===== src/rtl/mod_counter_pkg.sv =====
// Shared encodings and sizing helpers for the modulo-N counter family.
package mod_counter_pkg;

  typedef enum logic {
    DIR_DN = 1'b0,
    DIR_UP = 1'b1
  } dir_e;

  typedef enum logic {
    MODE_WRAP = 1'b0,
    MODE_SAT  = 1'b1
  } mode_e;

  // Bits needed to hold values 0..value-1; returns 0 for value <= 1.
  function automatic int clog2(input int value);
    int result;
    int rem;
    result = 0;
    rem    = value - 1;
    while (rem > 0) begin
      result++;
      rem = rem >> 1;
    end
    return result;
  endfunction

endpackage


===== src/rtl/mod_counter_tick_prescaler.sv =====
// Enable prescaler: issues one tick every PRESCALE enabled cycles, holding phase while idle.
module tick_prescaler
  import mod_counter_pkg::*;
#(
  parameter int PRESCALE = 1
) (
  input  logic clk,
  input  logic reset,
  input  logic enable,
  input  logic sync_clr,
  output logic tick
);

  // At least one bit so PRESCALE=1 still elaborates; the count then stays at 0.
  localparam int PW = (clog2(PRESCALE) < 1) ? 1 : clog2(PRESCALE);
  localparam logic [PW-1:0] LAST = PW'(PRESCALE - 1);

  generate
    if (PRESCALE < 1) begin : g_bad_prescale
      $error("tick_prescaler: PRESCALE must be >= 1");
    end
  endgenerate

  logic [PW-1:0] cnt;

  assign tick = enable && (cnt == LAST);

  // NOTE: sequential state uses non-blocking assignments so every flop samples pre-edge values.
  always_ff @(posedge clk or negedge reset) begin
    if (!reset) begin
      cnt <= '0;
    end else if (sync_clr) begin
      cnt <= '0;
    end else if (enable) begin
      cnt <= (cnt == LAST) ? '0 : cnt + PW'(1);
    end
  end

endmodule


===== src/rtl/mod_counter.sv =====
// Parametrised modulo-N up/down counter with load/clear, wrap or saturate, and overflow status.
module mod_counter
  import mod_counter_pkg::*;
#(
  parameter int WIDTH    = 3,
  parameter int MODULUS  = 8,
  parameter int PRESCALE = 1
) (
  input  logic             clk,
  input  logic             reset,
  input  logic             enable,
  input  logic             clear,
  input  logic             load,
  input  logic [WIDTH-1:0] load_val,
  input  logic             up,
  input  logic             sat_mode,
  input  logic             ovf_clr,
  output logic [WIDTH-1:0] out,
  output logic             tc,
  output logic             wrap,
  output logic             ovf_sticky
);

  localparam logic [WIDTH-1:0] TOP = WIDTH'(MODULUS - 1);

  generate
    if ((MODULUS < 2) || (MODULUS > (1 << WIDTH))) begin : g_bad_modulus
      $error("mod_counter: MODULUS must satisfy 2 <= MODULUS <= 2**WIDTH");
    end
  endgenerate

  logic step;

  tick_prescaler #(
    .PRESCALE(PRESCALE)
  ) u_prescaler (
    .clk     (clk),
    .reset   (reset),
    .enable  (enable),
    .sync_clr(clear | load),
    .tick    (step)
  );

  logic             at_top;
  logic             at_bot;
  logic [WIDTH-1:0] step_out;
  logic             step_wrap;
  logic             hit_bound;
  logic [WIDTH-1:0] load_out;

  assign at_top = (out == TOP);
  assign at_bot = (out == '0);
  assign tc     = (up == DIR_UP) ? at_top : at_bot;

  // Out-of-range loads clamp to the top of the count range.
  assign load_out = ({1'b0, load_val} >= (WIDTH + 1)'(MODULUS)) ? TOP : load_val;

  // NOTE: every always_comb output gets a default first, so no path can infer a latch.
  always_comb begin
    step_out  = out;
    step_wrap = 1'b0;
    hit_bound = 1'b0;
    if (step) begin
      if (up == DIR_UP) begin
        if (at_top) begin
          hit_bound = 1'b1;
          if (sat_mode == MODE_WRAP) begin
            step_out  = '0;
            step_wrap = 1'b1;
          end
        end else begin
          step_out = out + WIDTH'(1);
        end
      end else begin
        if (at_bot) begin
          hit_bound = 1'b1;
          if (sat_mode == MODE_WRAP) begin
            step_out  = TOP;
            step_wrap = 1'b1;
          end
        end else begin
          step_out = out - WIDTH'(1);
        end
      end
    end
  end

  always_ff @(posedge clk or negedge reset) begin
    if (!reset) begin
      out  <= '0;
      wrap <= 1'b0;
    end else if (clear) begin
      out  <= '0;
      wrap <= 1'b0;
    end else if (load) begin
      out  <= load_out;
      wrap <= 1'b0;
    end else begin
      out  <= step_out;
      wrap <= step_wrap;
    end
  end

  // A bound hit only counts when the step actually takes effect (no clear/load that cycle).
  always_ff @(posedge clk or negedge reset) begin
    if (!reset) begin
      ovf_sticky <= 1'b0;
    end else if (hit_bound && !clear && !load) begin
      ovf_sticky <= 1'b1;
    end else if (ovf_clr) begin
      ovf_sticky <= 1'b0;
    end
  end

endmodule

===== config.mk =====
export PLATFORM = sky130hd
export DESIGN_NAME = mod_counter
export DESIGN_NICKNAME = d
export VERILOG_FILES = /design/src/rtl/mod_counter_pkg.sv /design/src/rtl/mod_counter_tick_prescaler.sv /design/src/rtl/mod_counter.sv
export SDC_FILE = /design/constraint.sdc
export NUM_CORES = 1
export LEC_CHECK = 0
export CORE_MARGIN = 2
export CORE_UTILIZATION = 30
export CTS_CLUSTER_SIZE = 10
export DETAILED_ROUTE_END_ITERATION = 16
export GPL_TIMING_DRIVEN = 0
export PLACE_DENSITY = 0.64
export SYNTH_ARGS = -nofsm -noshare
export SYNTH_HDL_FRONTEND = slang
export SYNTH_SLANG_ARGS = --single-unit

===== constraint.sdc =====
create_clock -name clk -period 1.57 [get_ports clk]
set_input_delay 0.2355 -clock clk [delete_from_list [all_inputs] [get_ports clk]]
set_output_delay 0.2355 -clock clk [all_outputs]
set_load 0.01 [all_outputs]

# == Word level (Yosys, flattened, before mapping) ==
# Index checks and enable logic that the tools add are counted.
# word_totals
register_bits,6
out_inout_bits,6
# classes
n_addsub,3
eq_ne,3
n_mux,25
n_bitwise,2
reduce_logical,10
# ops
cell,n
3-bit 2-to-1 mux,8
1-bit 2-to-1 mux,17
"5-bit != test, second input constant",2
2-bit nonzero test,2
"3-bit by 1-bit adder with 3-bit output, second input constant",1
"3-bit equality test, second input constant",1
1-bit logical AND,3
3-bit logical NOT,1
3-bit AND reduction,1
3-bit nonzero test,1
"3-bit by 1-bit subtractor with 3-bit output, second input constant",1
1-bit logical NOT,2
"1-bit adder, second input constant",1
1-bit inverter,1
1-bit bitwise OR,1

# == Logic depth before layout (Yosys ltp) ==
# Gate-level depths: netlist of the first run.
# logic_depth
depth_word,7
ltp_mapped,6

# == Hierarchy ==
# From an unflattened synthesis of the first run, not the netlist that was laid out.
# unflattened
cells_unflattened,43
area_unflattened_um2,404.1
# by_module_without_submodules
mod,n_inst,cells_each,area_per_inst_um2,seq_area_each_um2
mod_counter,1,42,396.6,125.1
tick_prescaler,1,1,7.5,0.0

# == Least setup slack after synthesis of the first run ==
# OpenSTA, ideal clock, no wires.
# synth_path
kind,register to register
start,reg out[0]
end,reg out[0]
setup_time_ps,121
arrival_ps,1587
setup_slack_ps,-138
path_stages_with_launch,7
path_buffers,0
period_less_slack_ps,1708
cell_sequence,dfrtp_1 -> inv_1 -> ha_1 -> nand2b_4 -> o311ai_4 -> mux2_4 -> a22o_1
# synth_via
elab_chain_len,6
word_cells_on_any_way,13
cone_classes,2 x add/sub; 3 x eq/ne; 6 x mux; 2 x reduce/logical
# synth_lines
element,line_no,source
"start, declared",mod_counter.sv:18,"output logic [WIDTH-1:0] out,"
"start signal, assigned",mod_counter.sv:96,out <= load_out;
"start signal, assigned",mod_counter.sv:99,out <= step_out;
"3-bit by 1-bit subtractor with 3-bit output, or another cell as far along",mod_counter.sv:82,step_out = out - WIDTH'(1);
"3-bit 2-to-1 mux, on equally long branches","mod_counter.sv:75, mod_counter.sv:65",
3-bit 2-to-1 mux,mod_counter.sv:64,if (up == DIR_UP) begin
3-bit 2-to-1 mux,mod_counter.sv:63,if (step) begin
3-bit 2-to-1 mux,mod_counter.sv:95,end else if (load) begin
3-bit 2-to-1 mux,mod_counter.sv:92,end else if (clear) begin
# Parallel ways exist; a longest one is shown, timed or not. The select of a mux whose other input is x is not followed.
# A chain may end at the register's enable or synchronous reset.

# == Worst setup path after layout of the first run ==
# Ends and elaborated chain as after synthesis.

==> results.yml, run 1 <==
worst_setup_path:
  reg2reg_depth: 6
  path_max_fanout: 3
  arrival_ns: 1.75
  end_kind: "register"
  required_ns: 1.69
  setup.worst_path.start_class: "register"
  timing.rr.start: "out[0]"
  critical_path_class: "reg2reg"
  r2r_end: "out[0]"
  reg2reg_slack_ns: -0.06
timing:
  fin_ws_ns: -0.0646
  rsz0062_at_grt: "true"
  slew_headroom: 0.819
  max_freq_mhz: 612
  min_period_over_period: 1.04
  finalHoldViolCount: 0
  fin_crit_ns: 1.63
  clock_skew_ns: 0.000320
  setup_viol: 2
  worst_pin_slew_ns: 0.271
  drv_slew: 0
  finalSetupTns_ns: -0.102
floorplan:
  initial_core_util: 0.325
  dieArea_sq_mm: 0.00174
  die_h_um: 41.8
  die_x_um: 41.8
  io_pins: 17
  core_sq_mm: 0.00132
  rows: 13
power:
  p_leak_nw: 0.315
  seq_power_share: 0.308
  peakVddDrop_mv: 0.231
  p_int_w: 0.000351
  power_density_mw_per_mm2: 677
  switching_power_w: 0.000147
  clkPwrFrac: 0.291
  p_comb_frac: 0.401
  swShare: 0.295
yosys:
  synth-main-ff-cell: "dfrtp_1"
  yosys_warnings: 0
  synth_cell_types: 23
  synth_fp_nets: 58
  synth_edf_count: 0
  ys_async_sr_fraction: 1.00
  syn_inst: 42
  synth-seq-cells: 5
  syn_area_sq_um: 428
  avgSynthCellArea_sq_um: 10.2
  seq_area_frac_synth: 0.292
cts:
  cts_hold_buffers: 0
  h-tree-depth: 1
  clock-root-buffer: "clkbuf_4"
  numCtsBuffers: 3
  cts_buffer_depth: 2
  cts_tree: "yes"
  clkLatencyLatePin_ns: 0.23
  cts_sinks: 5
  clk_pin_slew_ns: 0.04
cells_and_area:
  postLayoutCoreUtil: 0.558
  nets: 84
  antenna_cells: 0
  final_design_area_no_fill_sq_um: 736
  syn_to_final_growth_pct: 71.9
  layout-drive-gt1-share: 0.463
  final.fill_count: 122
status:
  violations: "negative setup slack"
  status: "finished, violations left"
routing:
  wire_per_inst_um: 12.5
  via_per_inst: 4.71
  dr.pass1.iters: 2
  drt_wl_total_mm: 1.03
  drc: 0
  vias: 386
  drt_iter0_markers: 4
  ant_nets: 0
global_routing:
  grt.total_usage: 0.133
  grt_max_degree: 11
  grt_pass1_wl_mm: 1.80
  grt_pass1_vias: 422
  antenna_found_initial: 0
  overflow: 0
placed_design:
  placed_area_sq_um: 613
  gp_congestion: 0.731
  port_buffers: 15
flow_run:
  cap_violations: 0
min_path:
  holdCritPathClass: "in2async"
[placed cells by master (no fill, tap or decap), types with 2 or more instances in the layout]
cell type        count
dfrtp_2              3
inv_2                3
buf_4                6
o21a_1               2
a22o_1               2
ha_4                 3
nand2_1              2
dfrtp_1              2
mux2i_1              2
clkbuf_4             3
clkdlybuf4s50_1     13
nor2_1               2
o21ai_0              2
[how the worst max path moves through the flow]
stage           start     end  slack (ns)  cells after the start
2_1_floorplan  out[1]  out[0]       -0.08                      6
3_3_place_gp   out[0]      tc       -0.27                      5
3_5_place_dp   out[0]      tc       -0.30                      5
4_1_cts        out[1]  out[0]       -0.05                      6
5_1_grt        out[0]  out[0]       -0.14                      6
6_report       out[0]  out[0]       -0.06                      6
[registers in the layout, summed over array words and instances (netlist names)]
signal / count
wrap: 1
out: 3
ovf_sticky: 1
[worst max-delay path: stages, from the launching register on]
cell      delay, ns
dfrtp_2        0.43
inv_2          0.09
ha_4           0.15
nand2b_4       0.07
o311ai_4       0.26
mux2_4         0.33
a22o_1         0.19
[cell type report]
type                            count  area (sq um)  share of cell area
Tap cell                           15          18.8              0.0255
Clock buffer                        4          26.3              0.0357
Inverter                            4          15.0              0.0204
Buffer                              1          11.3              0.0153
Timing Repair Buffer               21           193               0.262
Sequential cell                     5           129               0.175
Multi-Input combinational cell     32           343               0.466
[per-layer routing]
metal | vias to the layer above | GRT usage | part of all wire
met4 | 0 | 0.0581 | 0
met3 | 0 | 0.0174 | 0.037
met2 | 9 | 0.228 | 0.51
met5 | - | 0 | 0
met1 | 180 | 0.164 | 0.45
li1 | 197 | - | -
[Yosys cell counts, types with 2 or more instances]
cell type / n / area, sq um
nor2_1: 2 / 7.51
mux2i_1: 2 / 20.0
a211oi_1: 2 / 15.0
o21ai_0: 4 / 20.0
nand2_1: 2 / 7.51
a22o_1: 2 / 17.5
inv_1: 3 / 11.3
o21a_1: 2 / 15.0
ha_1: 5 / 62.6
dfrtp_1: 5 / 125
[metrics by stage]
stage | total power, W | hold WS, ns | cells | worst slack (ns)
global placement | 0.000309 | 0.464 | 72 | -0.266
CTS | 0.000489 | 0.217 | 82 | -0.0527
finish | 0.000498 | 0.215 | 82 | -0.0646
floorplan | 0.000245 | -0.0601 | 42 | -0.0798
detailed placement | 0.000311 | 0.471 | 72 | -0.300
global route | 0.000530 | 0.231 | 82 | -0.143
[cell families after synthesis]
family | synth area share
mux | 0.0819
fa+ha+maj | 0.146
simple gates | 0.164
buf+inv | 0.0614
compound gates | 0.254
flops | 0.292
[power groups by stage]
stage | sequential (W) | combinational (W) | clock [W]
after floorplan | 0.000154 | 0.0000915 | 0
after global placement | 0.000152 | 0.000157 | 0
after detailed placement | 0.000152 | 0.000158 | 0
after CTS | 0.000152 | 0.000188 | 0.000149
after global routing | 0.000155 | 0.000218 | 0.000157
final | 0.000153 | 0.000200 | 0.000145
[repair_timing]
| item | CTS | global route |
|---|---|---|
| buffers inserted | 6 | 0 |
| pin swaps | 5 | 1 |
| resized for setup | 11 | 7 |
| endpoints found under the setup margin | 4 | 5 |
Power figures use the tool's default switching activity.
==> inputs of run 2 (changes only) <==
--- a/config.mk
+++ b/config.mk
@@ -5,6 +5,7 @@
 export SDC_FILE = /design/constraint.sdc
 export NUM_CORES = 1
 export LEC_CHECK = 0
+export ABC_CLOCK_PERIOD_IN_PS = 1570
 export CORE_MARGIN = 2
 export CORE_UTILIZATION = 30
 export CTS_CLUSTER_SIZE = 10
==> results of run 2 <==
Final layout, timing and power as in run 1 (identical DEF).
